## config.mk

```make
export PLATFORM = sky130hd
export DESIGN_NAME = hs32_pipe_ctl
export DESIGN_NICKNAME = d
export VERILOG_FILES = /design/src/rtl/hs32_pipe_ctl_pkg.sv /design/src/rtl/hs32_perf_cnt.sv /design/src/rtl/hs32_pipe_ctl.sv
export SDC_FILE = /design/constraint.sdc
export NUM_CORES = 1
export LEC_CHECK = 0
export ABC_AREA = 1
export CORE_ASPECT_RATIO = 0.9
export CORE_MARGIN = 2
export CORE_UTILIZATION = 48
export CTS_BUF_LIST = sky130_fd_sc_hd__clkbuf_8
export DETAILED_ROUTE_END_ITERATION = 10
export PLACE_DENSITY = 0.79
export SYNTH_ARGS = -nofsm -noshare
export SYNTH_HDL_FRONTEND = slang
export SYNTH_HIERARCHICAL = 1
export SYNTH_SLANG_ARGS = --single-unit
```

## constraint.sdc

```tcl
create_clock -name clk -period 1.51 [get_ports clk]
set_input_delay 0.3775 -clock clk [delete_from_list [all_inputs] [get_ports clk]]
set_output_delay 0.3775 -clock clk [all_outputs]
set_load 0.02 [all_outputs]
```

## src/rtl/hs32_pipe_ctl_pkg.sv

```systemverilog
// Shared hs32 pipeline types: register index, pipe sequencer states and a
// small helper used by the sequencer.
package hs32_pipe_ctl_pkg;

    localparam int REG_W = 4;

    typedef logic [REG_W-1:0] hs32_reg_t;

    typedef enum logic [1:0] {
        RUN    = 2'd0,
        DRAIN  = 2'd1,
        HALTED = 2'd2
    } hs32_pipe_state_e;

    // True when no stage holds a live instruction.
    function automatic logic pipe_empty(input logic v1, input logic v2, input logic v3);
        return ~(v1 | v2 | v3);
    endfunction

endpackage

```

## src/rtl/hs32_perf_cnt.sv

```systemverilog
// Free-running event counter with synchronous reset; wraps modulo 2^W.
module hs32_perf_cnt #(
    parameter int W = 32
) (
    input  logic         clk,
    input  logic         reset,
    input  logic         inc,
    output logic [W-1:0] count
);

    // NOTE: sequential state is always assigned with <= so every register
    // samples the pre-edge values of the others.
    always_ff @(posedge clk) begin
        if (reset) begin
            count <= '0;
        end else if (inc) begin
            count <= count + W'(1);
        end
    end

endmodule

```

## src/rtl/hs32_pipe_ctl.sv

```systemverilog
// hs32 pipe sequencer: owns the IF/D1, S2 and S3 valid bits, stage enables,
// the rd2/rd3 hazard scoreboard, debug halt/drain and the perf counters.
module hs32_pipe_ctl
    import hs32_pipe_ctl_pkg::*;
#(
    parameter int CNT_W = 32
) (
    input  logic             clk,
    input  logic             reset,
    input  logic             if_valid_i,
    output logic             if_ready_o,
    output logic             d1_en_o,
    input  logic             d1_stall_i,
    input  logic [REG_W-1:0] d1_rd_i,
    input  logic             d1_wb_i,
    output logic             s2_en_o,
    output logic             s3_en_o,
    input  logic             mem_busy_i,
    input  logic             flush_i,
    output logic [REG_W-1:0] rd2_o,
    output logic [REG_W-1:0] rd3_o,
    output logic             stl2_o,
    output logic             stl3_o,
    output logic             retire_o,
    input  logic             halt_req_i,
    output logic             halt_ack_o,
    output logic [CNT_W-1:0] retire_cnt_o,
    output logic [CNT_W-1:0] stall_cnt_o
);

    hs32_pipe_state_e state, state_nxt;

    logic      v1, v2, v3;
    logic      wb2, wb3;
    hs32_reg_t rd2, rd3;
    logic      flush_pend;

    logic frz;
    logic fl;
    logic adv1;
    logic stall_evt;

    // A memory wait freezes everything; a flush seen while frozen is parked
    // in flush_pend and takes effect on the first unfrozen cycle.
    assign frz  = mem_busy_i;
    assign fl   = (flush_i | flush_pend) & ~frz;
    assign adv1 = v1 & ~d1_stall_i & ~frz & ~fl;

    assign if_ready_o = (state == RUN) & ~frz & ~fl & (~v1 | adv1);
    assign d1_en_o    = if_valid_i & if_ready_o;
    assign s2_en_o    = adv1;
    assign s3_en_o    = ~frz;

    assign rd2_o      = rd2;
    assign rd3_o      = rd3;
    assign stl2_o     = v2 & wb2;
    assign stl3_o     = v3 & wb3;
    assign retire_o   = v3 & ~frz;
    assign halt_ack_o = (state == HALTED);
    assign stall_evt  = v1 & d1_stall_i & ~frz;

    // Valid bits. The S3 instruction is older than the branch and still
    // retires on a flush; only IF/D1 and S2 are killed.
    always_ff @(posedge clk) begin
        if (reset) begin
            v1         <= 1'b0;
            v2         <= 1'b0;
            v3         <= 1'b0;
            flush_pend <= 1'b0;
        end else if (frz) begin
            flush_pend <= flush_pend | flush_i;
        end else begin
            v1         <= (d1_en_o | (v1 & ~adv1)) & ~fl;
            v2         <= adv1;
            v3         <= v2 & ~fl;
            flush_pend <= 1'b0;
        end
    end

    // Destination scoreboard feeding decode1's RAW hazard check.
    always_ff @(posedge clk) begin
        if (reset) begin
            rd2 <= '0;
            wb2 <= 1'b0;
            rd3 <= '0;
            wb3 <= 1'b0;
        end else if (!frz) begin
            if (adv1) begin
                rd2 <= d1_rd_i;
                wb2 <= d1_wb_i;
            end
            rd3 <= rd2;
            wb3 <= wb2 & v2 & ~fl;
        end
    end

    always_ff @(posedge clk) begin
        if (reset) begin
            state <= RUN;
        end else begin
            state <= state_nxt;
        end
    end

    // DRAIN only blocks fetch; in-flight work keeps moving until the pipe
    // is empty or the halt request is withdrawn.
    always_comb begin
        // NOTE: default first so every path assigns state_nxt and no latch
        // is inferred.
        state_nxt = state;
        if (!frz) begin
            case (state)
                RUN: begin
                    if (halt_req_i) state_nxt = DRAIN;
                end
                DRAIN: begin
                    if (!halt_req_i)                 state_nxt = RUN;
                    else if (pipe_empty(v1, v2, v3)) state_nxt = HALTED;
                end
                HALTED: begin
                    if (!halt_req_i) state_nxt = RUN;
                end
                default: state_nxt = RUN;
            endcase
        end
    end

    hs32_perf_cnt #(
        .W(CNT_W)
    ) u_retire_cnt (
        .clk  (clk),
        .reset(reset),
        .inc  (retire_o),
        .count(retire_cnt_o)
    );

    hs32_perf_cnt #(
        .W(CNT_W)
    ) u_stall_cnt (
        .clk  (clk),
        .reset(reset),
        .inc  (stall_evt),
        .count(stall_cnt_o)
    );

endmodule

```

==> summary.md, run 1 <==
| Metric | Value |
|---|---|
| Outcome | finished, violations left |
| Failing checks | setup timing |
| DP HPWL | 8.646 mm |
| Die W | 104.0 µm |
| Slew @ Worst Pin | 0.3728 ns |
| Unique masters post-synth | 30 |
| Max-slew violations | 0 |
| Post-DP Area | 5837 µm² |
| Fmax | 590.8 MHz |
| Antenna Nets Post-Route | 0 |
| Min-Delay Path Class | flop to flop |
| Leakage | 2.875 nW |
| Remaining Overflow, GRT | 0 |
| Initial DRC Count | 235 |
| H-Tree Depth | 3 |
| Die height | 94.03 µm |
| Seq/Total Area, Yosys | 37.05% |
| Critical path fanouts, max | 5 |
| Rows | 32 |
| Type of the worst setup path | flop to flop |
| Total routed wirelength | 12.35 mm |
| Number of global-route vias before repair | 4515 |
| Slew Limit Headroom | 74.91% |
| Min Tclk post-route | 1.693 ns |
| Starting Density | 49.99% |
| Placer's final routability congestion estimate | 0.8435 |
| # clock sinks | 80 |
| Via Count | 4772 |
| Unrepaired setup endpoints after global routing | yes |
| Post-DR wirelength/cell | 13.41 µm |
| Share of cells above drive strength 1 | 32.04% |
| Reg clk slew, reported paths | 0.08 ns |
| Synthesized net count | 641 |
| DRT Pass-1 Iters | 5 |
| Final setup fails | 24 |
| CP arrival | 1.94 ns |
| Fin Clk Skew | 0.009693 ns |
| GRT Util Overall | 24.43% |
| Final worst-path cycle share | 112.1% |
| IO Port Bufs | 91 |
| Clk_lat worst skew | 0.35 ns |
| Seq cells post-synth | 80 |
| Non-Filler Instances | 921 |
| CTS Buf Count | 9 |
| Maximum clock path buffer count | 2 |
| Area growth from synthesis to layout | 45.24% |
| CTS tree | yes |
| Fill count | 696 |
| Drt drc | 0 |
| Setup crit start kind | flop |
| Setup slack after layout | -0.1826 ns |
| Final Hold Vio Count | 0 |
| Number of placed I/O pins | 92 |
| Cell count after synthesis | 627 |
| Largest net degree at the start of global routing | 24 |
| Pre-CTS setup slack | -0.9187 ns |
| Synthesized area | 4323 µm² |
| Most frequent cells in the layout | nand2_1 (118), nor2_1 (95), dfxtp_1 (72) |
| Diodes inserted | 0 |
| # nets final | 811 |
| Pwr dens | 650.0 nW/µm² |
| Syn_area_per_cell | 6.895 µm² |
| Worst setup EP type | flop |
| Most common cell after layout, fill and taps aside | nand2_1 |
| Cells after DPL | 888 |
| CORE AREA | 8648 µm² |
| Die area | 9782 µm² |
| Clock Tree Root | clkbuf_8 |
| Fin area | 6279 µm² |
| Design Power | 4.081 mW |
| Initial antenna violation count | 0 |
| Max_cap viols | 0 |
| Via density | 5.181 |
| First-pass GRT wire length | 19.64 mm |
| CTS Hold Buffers Added | 0 |
| Synth Warn # | 6 |
| Critical Path RT | 1.76 ns |
| Worst VDD drop | 546.8 µV |
[state kept, by name, indices dropped and copies added, names as in the netlist]
register            cells
u_retire_cnt/count     32
u_stall_cnt/count      32
rd2_o                   4
rd3_o                   4
state                   2
flush_pend              1
v1                      1
v2                      1
v3                      1
wb2                     1
wb3                     1
[final timing paths]
check | from | to | slack (ns) | cells after the start
max reg2reg | v1 | u_stall_cnt/count[14] | -0.18 | 11
min | wb3 | wb3 | 0.48 | 2
max | v1 | u_stall_cnt/count[14] | -0.18 | 11
min reg2reg | wb3 | wb3 | 0.48 | 2
[worst max-delay path, cell delays in order (launching register included)]
cell	delay (ns)
dfxtp_2	0.34
inv_2	0.05
buf_6	0.11
nor3_4	0.26
buf_6	0.15
nand2_4	0.05
nor2_4	0.12
nand3_4	0.15
nor2_4	0.15
nand3_1	0.09
nand2_1	0.07
nor2_1	0.04
[cells in the mapped netlist (all sizes together)]
| cell | n | area share (%) |
|---|---|---|
| a21oi | 43 | 5.0 |
| nand3 | 51 | 7.0 |
| nand2 | 150 | 14 |
| nand4 | 19 | 2.9 |
| nor3 | 4 | 0.58 |
| clkinv | 1 | 0.12 |
| nor2 | 144 | 18 |
| xnor2 | 6 | 1.2 |
| o21ai | 27 | 3.1 |
| buf | 11 | 1.8 |
| a31o | 2 | 0.41 |
| and3 | 2 | 0.29 |
| dfxtp | 80 | 37 |
| ha | 2 | 0.58 |
| nor4 | 1 | 0.14 |
| o21a | 4 | 0.69 |
| inv | 80 | 7.1 |
[stage by stage]
stage / hold WS (ns) / setup TNS [ns] / utilization (%)
floorplan: 0.4335 / -0.1443 / -
global placement: 0.4489 / -44.49 / 67.49
detailed placement: 0.4660 / -48.39 / 67.49
CTS: 0.4784 / -1.896 / 70.69
global route: 0.5184 / -5.173 / 72.60
finish: 0.4812 / -2.322 / 72.60
[kinds of logic (layout without fill, tap and decap cells)]
logic type | count (synthesis) | after routing | share of synthesized area, %
adders and majority gates | 2 | 2 | 0.5788
and+or+nand+nor | 371 | 371 | 42.92
AOI/OAI and AO/OA | 76 | 76 | 9.204
DFF | 80 | 80 | 37.05
buffers and inverters | 92 | 267 | 9.030
xor gates and xnor gates | 6 | 6 | 1.216
[report_power, final]
group / total, mW / switching (mW) / internal (mW) / leakage (nW)
Clock: 1.73 / 0.799 / 0.934 / 0.107
Combinational: 0.224 / 0.126 / 0.0976 / 2.12
Sequential: 2.12 / 0.00622 / 2.12 / 0.649
Total: 4.08 / 0.932 / 3.15 / 2.88
[layer usage]
| metal | up-vias | routed length (µm) | track usage (%) |
|---|---|---|---|
| li1 | 2337 | - | - |
| met1 | 2230 | 4986 | 28.27 |
| met2 | 184 | 6227 | 42.98 |
| met3 | 21 | 904 | 7.074 |
| met4 | 0 | 230 | 9.459 |
| met5 | - | 0 | 0 |
[final cells by class]
cell class	count	area, µm²	area share (%)
tap	119	148.9	2.371
multi-input combinational	455	2564	40.83
timing repair buffer	170	1408	22.42
inverter	81	326.6	5.201
clock buffer	9	123.9	1.973
clock inverter	7	96.34	1.534
sequential	80	1612	25.67
[timing repair]
item	CTS	global route
buffers inserted	6	13
endpoints found under the hold margin	0	0
pin swaps	33	42
resized for setup	166	78
endpoints found under the setup margin	140	74
(Power assumes the default switching activity.)
==> run 2: changes to the inputs <==
- GPL_ROUTABILITY_DRIVEN: unset -> 1
- SKIP_LAST_GASP: unset -> 1
==> run 2 against run 1 <==
The run still ends with setup timing left. Global-route usage did not move. Critical path depth did not move. Total power rose by 0.26%. Non-clock buffer count did not move. Cell count did not move. Clock skew fell by 0.0018 ns. Via count fell by 0.42%. Die area did not move. Clock power barely moved. Largest cell class unchanged.
==> summary.md, run 2 (synthesized netlist as in run 1, its figures left out) <==
| Metric | Value |
|---|---|
| Outcome | finished, violations left |
| Failing checks | setup timing |
| Critical path fanouts, max | 5 (unchanged) |
| Psw | 0.9423 mW (+1.1%) |
| GRT Util Overall | 24.43% (unchanged) |
| Clk pwr share | 42.6% (about the same) |
| Max_cap viols | 0 (unchanged) |
| Diodes inserted | 0 (unchanged) |
| Critical Path RT | 1.76 ns (about the same) |
| Core Util, Final | 72.51% (-0.087 points) |
| Maximum clock path buffer count | 2 (unchanged) |
| Type of the worst setup path | flop to flop |
| Most common cell after layout, fill and taps aside | nand2_1 |
| Gate power share | 5.5% (about the same) |
| Clk_lat worst skew | 0.35 ns (about the same) |
| Register share of total power | 51.9% (-0.2 points) |
| Remaining Overflow, GRT | 0 (unchanged) |
| Drt drc | 0 (unchanged) |
| Initial antenna violation count | 0 (unchanged) |
| Unrepaired setup endpoints after global routing | yes |
| Initial DRC Count | 265 (+13%) |
| Worst setup EP type | flop |
| Antenna Nets Post-Route | 0 (unchanged) |
| Placer's final routability congestion estimate | 0.8435 (unchanged) |
| Biggest regs | u_retire_cnt/count: 32 flops, u_stall_cnt/count: 32 flops |
| First-pass GRT wire length | 19.64 mm (unchanged) |
| Slew Limit Headroom | 74.94% (about the same) |
| Reg clk slew, reported paths | 0.09 ns (about the same) |
| Post-DR wirelength/cell | 13.55 µm (+1.1%) |
| H-Tree Depth | 3 (unchanged) |
| Slew @ Worst Pin | 0.3725 ns (-0.0003481 ns) |
| Switching share of power | 23.03% (+0.20 points) |
| Fin Clk Skew | 0.007940 ns (-0.001753 ns) |
| Worst VDD drop | 544.6 µV (-0.40%) |
| Share of cells above drive strength 1 | 31.67% (-0.37 points) |
| Setup slack after layout | -0.2057 ns (-0.02313 ns) |
| Via density | 5.160 (-0.42%) |
| Pwr dens | 652.5 nW/µm² (+0.38%) |
| Final setup fails | 24 (unchanged) |
| Clock Tree Root | clkbuf_8 |
| Number of placed I/O pins | 92 (unchanged) |
| Starting Density | 49.99% (unchanged) |
| CORE AREA | 8648 µm² (unchanged) |
| CTS tree | yes |
| Min Tclk post-route | 1.716 ns (+0.02312 ns) |
| # nets final | 811 (unchanged) |
| Die area | 9782 µm² (unchanged) |
| CTS Buf Count | 9 (unchanged) |
| Most frequent cells in the layout | nand2_1 (120), nor2_1 (96), dfxtp_1 (72) |
| CP arrival | 1.96 ns (+0.02 ns) |
| DP HPWL | 8.646 mm (unchanged) |
| # clock sinks | 80 (unchanged) |
| Die W | 104.0 µm (unchanged) |
| Final worst-path cycle share | 113.6% (+1.5 points) |
| Number of global-route vias before repair | 4517 (+0.044%) |
| Rows | 32 (unchanged) |
| IO Port Bufs | 91 (unchanged) |
| Max-slew violations | 0 (unchanged) |
| Via Count | 4752 (-0.42%) |
| Area growth from synthesis to layout | 45.07% |
| DRT Pass-1 Iters | 5 (unchanged) |
| Largest net degree at the start of global routing | 24 (unchanged) |
| Non-Filler Instances | 921 (unchanged) |
| Internal | 3.149 mW (about the same) |
| Leakage | 2.876 nW (about the same) |
| Fill count | 705 (+1.3%) |
| CTS Hold Buffers Added | 0 (unchanged) |
| Cells after DPL | 888 (unchanged) |
| Die height | 94.03 µm (unchanged) |
| Fmax | 582.8 MHz (-1.3%) |
| Total routed wirelength | 12.48 mm (+1.1%) |
| Final Hold Vio Count | 0 (unchanged) |
| Setup crit start kind | flop |
| Min-Delay Path Class | flop to flop |
==> run 2: per-layer routing <==
layer | track usage [%] | up-vias | part of all wire [%]
li1 | - | 2329 | -
met1 | 28.27 | 2201 | 41
met2 | 42.98 | 198 | 50
met3 | 7.074 | 24 | 7.6
met4 | 9.459 | 0 | 2.0
met5 | 0 | - | 0
==> run 2: area by class of cell <==
class	instances	area [µm²]	share of cell area, %
inverter	81	326.6	5.208
sequential	80	1612	25.70
clock inverter	7	96.34	1.536
tap	119	148.9	2.374
multi-input combinational	455	2556	40.76
timing repair buffer	170	1408	22.45
clock buffer	9	123.9	1.975
==> run 2: power by group through the flow <==
stage | Combinational, mW | Sequential (mW) | Clock (mW)
2_1_floorplan | 0.114 | 2.18 | 0
6_report | 0.225 | 2.12 | 1.74
3_3_place_gp | 0.215 | 2.17 | 0
3_5_place_dp | 0.219 | 2.17 | 0
5_1_grt | 0.243 | 2.13 | 1.85
4_1_cts | 0.215 | 2.12 | 1.76
==> run 2: worst paths after layout <==
path	endpoint	slack (ns)	from	cells after the start
setup reg to reg	u_stall_cnt/count[14]	-0.21	v1	11
hold / removal	rd3_o[0]	0.49	rd3_o[0]	2
setup / recovery	u_stall_cnt/count[14]	-0.21	v1	11
hold reg to reg	rd3_o[0]	0.49	rd3_o[0]	2
==> run 2: worst max-delay path, cell delays in order (launching register included) <==
cell     delay, ns
dfxtp_2       0.34
inv_2         0.05
buf_6         0.11
nor3_4        0.26
buf_6         0.15
nand2_4       0.05
nor2_4        0.12
nand3_4       0.15
nor2_4        0.15
nand3_1       0.09
nand2_1       0.08
nor2_1        0.04
==> run 2: repair_timing <==
item                       in CTS  in global routing
pin swaps                      33                 40
gates resized for setup       165                 77
setup buffers                   6                 14
setup endpoints to repair     140                 74
==> run 2: per-stage QoR <==
stage / power [mW] / setup slack [ns] / setup TNS [ns] / instance area, µm² / hold slack, ns
finish: 4.092 / -0.2057 / -2.527 / 6271 / 0.4899
CTS: 4.104 / -0.1976 / -1.907 / 6113 / 0.4784
global route: 4.221 / -0.2792 / -5.207 / 6271 / 0.5185
floorplan: 2.295 / -0.03137 / -0.1443 / 4385 / 0.4335
detailed placement: 2.393 / -0.9187 / -48.39 / 5837 / 0.4660
global placement: 2.388 / -0.8938 / -44.49 / 5837 / 0.4489
==> run 3: changes to the inputs <==
- CORE_UTILIZATION: 48 -> 45
- GPL_TIMING_DRIVEN: unset -> 0
- PLACE_DENSITY: 0.79 -> 0.75
==> run 3 against run 2 <==
Total power increased by 0.73%. The flow still finishes with violations (setup timing). Sequential power about the same. Wire length decreased by 5.2%. Critical endpoint is now d1_en_o.
==> summary.md, run 3 (synthesized netlist as in run 1, its figures left out) <==
| Metric | Value |
|---|---|
| Initial antenna violation count | 0 (unchanged) |
| Min-Delay Path Class | input pin to flop |
| Type of the worst setup path | flop to primary output |
| Area growth from synthesis to layout | 38.44% |
| CORE AREA | 9208 µm² (+6.5%) |
| CTS Hold Buffers Added | 0 (unchanged) |
| Switching share of power | 22.89% (-0.14 points) |
| Fmax | 579.4 MHz (-0.59%) |
| Clk_lat worst skew | 0.35 ns (about the same) |
| Initial DRC Count | 236 (-11%) |
| Setup crit start kind | flop |
| Critical Path RT | 1.13 ns (-0.63 ns) |
| Outcome | finished, violations left |
| Core Util, Final | 65.00% (-7.5 points) |
| Remaining Overflow, GRT | 0 (unchanged) |
| Die W | 107.3 µm (+3.2%) |
| Placer's final routability congestion estimate | 0.8235 (-2.4%) |
| Max_cap viols | 0 (unchanged) |
| Unrepaired setup endpoints after global routing | yes |
| # clock sinks | 80 (unchanged) |
| GRT Util Overall | 22.40% (-2.0 points) |
| Biggest regs | u_retire_cnt/count: 32 flops, u_stall_cnt/count: 32 flops |
| # nets final | 772 (-4.8%) |
| Register share of total power | 51.5% (-0.4 points) |
| Gate power share | 5.4% (about the same) |
| Most frequent cells in the layout | nand2_1 (122), nor2_1 (95), inv_1 (68) |
| CTS tree | yes |
| Leakage | 2.563 nW (-11%) |
| Psw | 0.9434 mW (+0.11%) |
| Min Tclk post-route | 1.726 ns (+0.01016 ns) |
| Max-slew violations | 0 (unchanged) |
| Starting Density | 46.95% (-3.0 points) |
| Number of placed I/O pins | 92 (unchanged) |
| Non-Filler Instances | 885 (-3.9%) |
| Share of cells above drive strength 1 | 32.11% (+0.44 points) |
| Diodes inserted | 0 (unchanged) |
| Drt drc | 0 (unchanged) |
| Seq. cell area | 1634 µm² (+1.4%) |
| Clk pwr share | 43.1% (+0.5 points) |
| Antenna Nets Post-Route | 0 (unchanged) |
| Hold slack | 0.3259 ns (-0.1639 ns) |
| Fin Clk Skew | 0.01484 ns (+0.006903 ns) |
| Die height | 96.99 µm (+3.1%) |
| Cells after DPL | 839 (-5.5%) |
| Final worst-path cycle share | 114.3% (+0.67 points) |
| Largest net degree at the start of global routing | 14 (-42%) |
| Worst setup EP type | primary output |
| Pwr dens | 688.7 nW/µm² (+5.5%) |
| Final Hold Vio Count | 0 (unchanged) |
| Design Power | 4.121 mW (+0.73%) |
| DP HPWL | 8.176 mm (-5.4%) |
| Maximum clock path buffer count | 2 (unchanged) |
| Post-DR wirelength/cell | 13.37 µm (-1.3%) |
| Slew @ Worst Pin | 0.3210 ns (-0.05145 ns) |
| Number of global-route vias before repair | 4232 (-6.3%) |
| Failing checks | setup timing |
| First-pass GRT wire length | 19.11 mm (-2.7%) |
| Area of the multi-input gates | 2544 µm² (-0.49%) |
| Worst VDD drop | 412.0 µV (-24%) |
| IO Port Bufs | 90 (-1.1%) |
| Most common cell after layout, fill and taps aside | nand2_1 |
| Internal | 3.178 mW (+0.91%) |
| Total routed wirelength | 11.84 mm (-5.2%) |
| Via density | 5.096 (-1.2%) |
| Final setup fails | 17 (-29%) |
| CTS Buf Count | 9 (unchanged) |
| H-Tree Depth | 3 (unchanged) |
| Slew Limit Headroom | 78.60% (+3.7 points) |
| Clock Tree Root | clkbuf_8 |
| Rows | 33 (+3.1%) |
| Setup slack after layout | -0.2159 ns (-0.01016 ns) |
| Fill count | 832 (+18%) |
| Reg clk slew, reported paths | 0.09 ns (about the same) |
| Pre-CTS setup slack | -0.9785 ns (-0.05977 ns) |
| Die area | 10410 µm² (+6.4%) |
| Via Count | 4510 (-5.1%) |
| DRT Pass-1 Iters | 5 (unchanged) |
| Critical path fanouts, max | 2 (-3) |
| CP arrival | 1.35 ns (-0.61 ns) |
## run 3: changes by cell type in the layout (fill, tap and decap cells not counted), sizes merged
cell           change
clkdlybuf4s50      -1
buf               -39
clkbuf             +8
dlygate4sd2       -29
clkinv             -1
clkdlybuf4s15     +23
## run 3: worst max-delay path, cell delays in order (launching register included)
cell and delay [ns]:
dfxtp_2 0.34, nor2_4 0.15, nand3_4 0.09, nand2_2 0.08, inv_2 0.04, nor3_2 0.14, buf_4 0.16
## run 3: stage by stage
stage               instance area (µm²)  TNS (ns)
global placement                   5439    -31.45
global route                       5984    -3.316
detailed placement                 5439    -32.14
finish                             5984   -0.9723
CTS                                5812   -0.6306
floorplan                          4385   -0.1443
## run 3: path summary, 6_finish.rpt
kind / to / cells after the start / slack [ns] / from
max: d1_en_o / 6 / -0.22 / flush_pend
max reg2reg: u_stall_cnt/count[25] / 12 / -0.06 / v1
min: rd3_o[3] / 3 / 0.33 / mem_busy_i
min reg2reg: wb3 / 2 / 0.48 / wb3
## run 3: repair_timing
| item | CTS | global route |
|---|---|---|
| pin swaps | 24 | 40 |
| gates cloned | 0 | 0 |
| setup endpoints to repair | 130 | 91 |
| gates resized for setup | 193 | 101 |
| setup buffers | 14 | 17 |
| hold endpoints to repair | 0 | 0 |
## run 3: metal layers
| metal | vias to the layer above | GRT usage [%] | share of wire, % |
|---|---|---|---|
| li1 | 2258 | - | - |
| met1 | 2106 | 28.55 | 43 |
| met2 | 140 | 36.95 | 49 |
| met3 | 6 | 6.739 | 7.3 |
| met4 | 0 | 5.395 | 0.57 |
| met5 | - | 0 | 0 |
## run 3: power groups by stage
stage | Combinational (mW) | Clock [mW] | Sequential, mW
3_5_place_dp | 0.204 | 0 | 2.17
2_1_floorplan | 0.114 | 0 | 2.18
5_1_grt | 0.244 | 1.89 | 2.12
3_3_place_gp | 0.199 | 0 | 2.17
4_1_cts | 0.212 | 1.82 | 2.13
6_report | 0.222 | 1.78 | 2.12
## run 3: layout make-up
cell class,count,area share (%)
multi-input cells,455,42.50
flip-flops and latches,80,27.31
repair buffers,120,16.91
inverters,81,5.457
well taps,122,2.551
clock buffers,10,2.300
plain buffers,11,1.568
clock inverters,6,1.401
==> patch (flow settings as in run 3) <==
The 3 states of `hs32_pipe_state_e` get a one-hot encoding in 3 bits.
--- a/src/rtl/hs32_pipe_ctl_pkg.sv
+++ b/src/rtl/hs32_pipe_ctl_pkg.sv
@@ -6,10 +6,10 @@
 
     typedef logic [REG_W-1:0] hs32_reg_t;
 
-    typedef enum logic [1:0] {
-        RUN    = 2'd0,
-        DRAIN  = 2'd1,
-        HALTED = 2'd2
+    typedef enum logic [2:0] {
+        RUN    = 3'b001,
+        DRAIN  = 3'b010,
+        HALTED = 3'b100
     } hs32_pipe_state_e;
 
     // True when no stage holds a live instruction.
Formal check against the unedited RTL: no difference found for any inputs over 4 cycles, from zero or initial values and one cycle with reset high; so few cycles prove little.
==> patch against run 3 <==
The flow still finishes with violations (setup timing). Power up 1.0%. Combinational power rose by 28%. Clock skew shrank 0.0014 ns. Routed wire length decreased by 3.6%. Setup slack lost 0.013 ns. Final area increased by 1.1%. Sequential cell count grew 1. Synthesized area is 1.4% higher.
==> patch: results (changes against run 3) <==
| Metric | Value |
|---|---|
| DP Cell Count | `851 (+1.4%)` |
| Via density | `5.01 (-1.6%)` |
| Final #Nets | `782 (+1.3%)` |
| Sequential cell area | `1640 um2 (+0.46%)` |
| Share of layout cells above drive strength 1 | `0.312 (-0.00933)` |
| Worst slew margin | `0.767 (-0.0190)` |
| Filler cell count | `878 (+5.5%)` |
| Post-synth cell types | `33 (+10%)` |
| Multi-In Gates | `461 (+1.3%)` |
| H-tree depth | `3 (unchanged)` |
| Met1 Track Usage GR | `0.284 (-0.00160)` |
| Post-CTS Resized | `191 (-1.0%)` |
| First-iteration detailed-routing DRC count | `153 (-35%)` |
| Status | `finished with violations` |
| Avg Cell Area, Syn | `6.92 um2 (+0.33%)` |
| DRT Wirelength | `11,400 um (-3.6%)` |
| Post-synth net total | `648 (+1.1%)` |
| DP HPWL | `7880 um (-3.7%)` |
| Finished Layout Cells | `899 (+1.6%)` |
| Largest cells by area after synthesis | `dfxtp_1 (37%), nand2_1 (11%), nor2_1 (8.6%), inv_1 (6.5%), nand3_1 (5.5%)` |
| Final setup fails | `19 (+2)` |
| Non-clock inverters | `84 (+3.7%)` |
| Crit-path max cell delay | `roughly 0.33 ns` |
| Met3 Wirelength | `602 um (-30%)` |
| P_leak | `2.59 nW (+0.97%)` |
| Wl on met1 | `5180 um (+1.2%)` |
| Failing checks | `setup timing` |
| TritonRoute pass-1 iters | `4 (-1)` |
| Seq/Total Area, Yosys | `0.370 (-0.000720)` |
| Combinational share of power | `0.068 (+0.014)` |
| Top post-synthesis cells by count | `nand2_1 (124), nor2_1 (101), dfxtp_1 (81)` |
| GP Congestion | `0.816 (-0.90%)` |
| Post-Route Utilization | `0.632 (-0.0177)` |
| Placed cell area | `5480 um2 (+0.67%)` |
| GRT Total Usage | `0.219 (-0.00497)` |
| Worst setup margin | `-0.229 ns (-0.0129 ns)` |
| Vias in the first global route | `4,130 (-2.4%)` |
| Layout non-clock buf frac | `0.178 (-0.00682)` |
| Psw | `0.979 mW (+3.8%)` |
| Crit path max fanout | `4 (+2)` |
| Slowest cell on crit path | `dfxtp_1` |
| Die area | `10,600 um2 (+1.4%)` |
| Clock power frac | `0.411 (-0.020)` |
| ClkCell Share | `0.0349 (-0.00207)` |
| Type of the worst min-delay path | `in -> reg` |
| Met3 Use GR | `0.0443 (-0.0231)` |
| Post-Synth Adder-Cell Area | `0.00571 (-0.0000826)` |
| Synth Area in Compound Gates | `0.0933 (+0.00125)` |
| Met2 Track Usage GR | `0.373 (+0.00348)` |
| Seq_cells | `81 (+1.3%)` |
| Multi-input combinational area share | `0.435 (+0.00973)` |
| Setup Skew | `0.0135 ns (-0.00136 ns)` |
| Number of I/O port buffers | `91 (+1.1%)` |
| Synth Area in XOR/XNOR | `0.0120 (-0.000173)` |
| ANT cells | `0 (unchanged)` |
| Setup bufs post-CTS | `21 (+7)` |
| # clk buffers | `9 (-1)` |
| Met2 wire length | `5550 um (-4.1%)` |
| Maximum vdd ir drop | `599 uV (+45%)` |
-- patch: worst reg2reg max path, cell delays in order, from the launching register on --
cell and delay, ns:
dfxtp_2 0.34, inv_2 0.05, buf_4 0.14, nor3_4 0.15
buf_6 0.15, nand2_4 0.06, nor2_4 0.12, nand3_4 0.17
nor2_4 0.20, nand3_2 0.09, nand2_1 0.07, nor2_1 0.04
-- patch: through the flow --
stage	TNS [ns]	total power [mW]	hold slack [ns]	worst slack [ns]
after floorplan	0	2.37	0.433	0.0343
after global placement	-47.75	2.46	0.447	-1.20
after detailed placement	-49.83	2.47	0.457	-1.21
after CTS	-0.704	4.20	0.449	-0.274
after global routing	-3.96	4.32	0.463	-0.296
final	-1.76	4.16	0.461	-0.229
-- patch: worst paths after layout --
path | startpoint | cells past startpoint | end | slack, ns
max | flush_pend | 5 | d1_en_o | -0.23
min | mem_busy_i | 3 | rd3_o[3] | 0.46
max reg2reg | v1 | 11 | u_stall_cnt/count[28] | -0.17
min reg2reg | wb3 | 2 | wb3 | 0.47
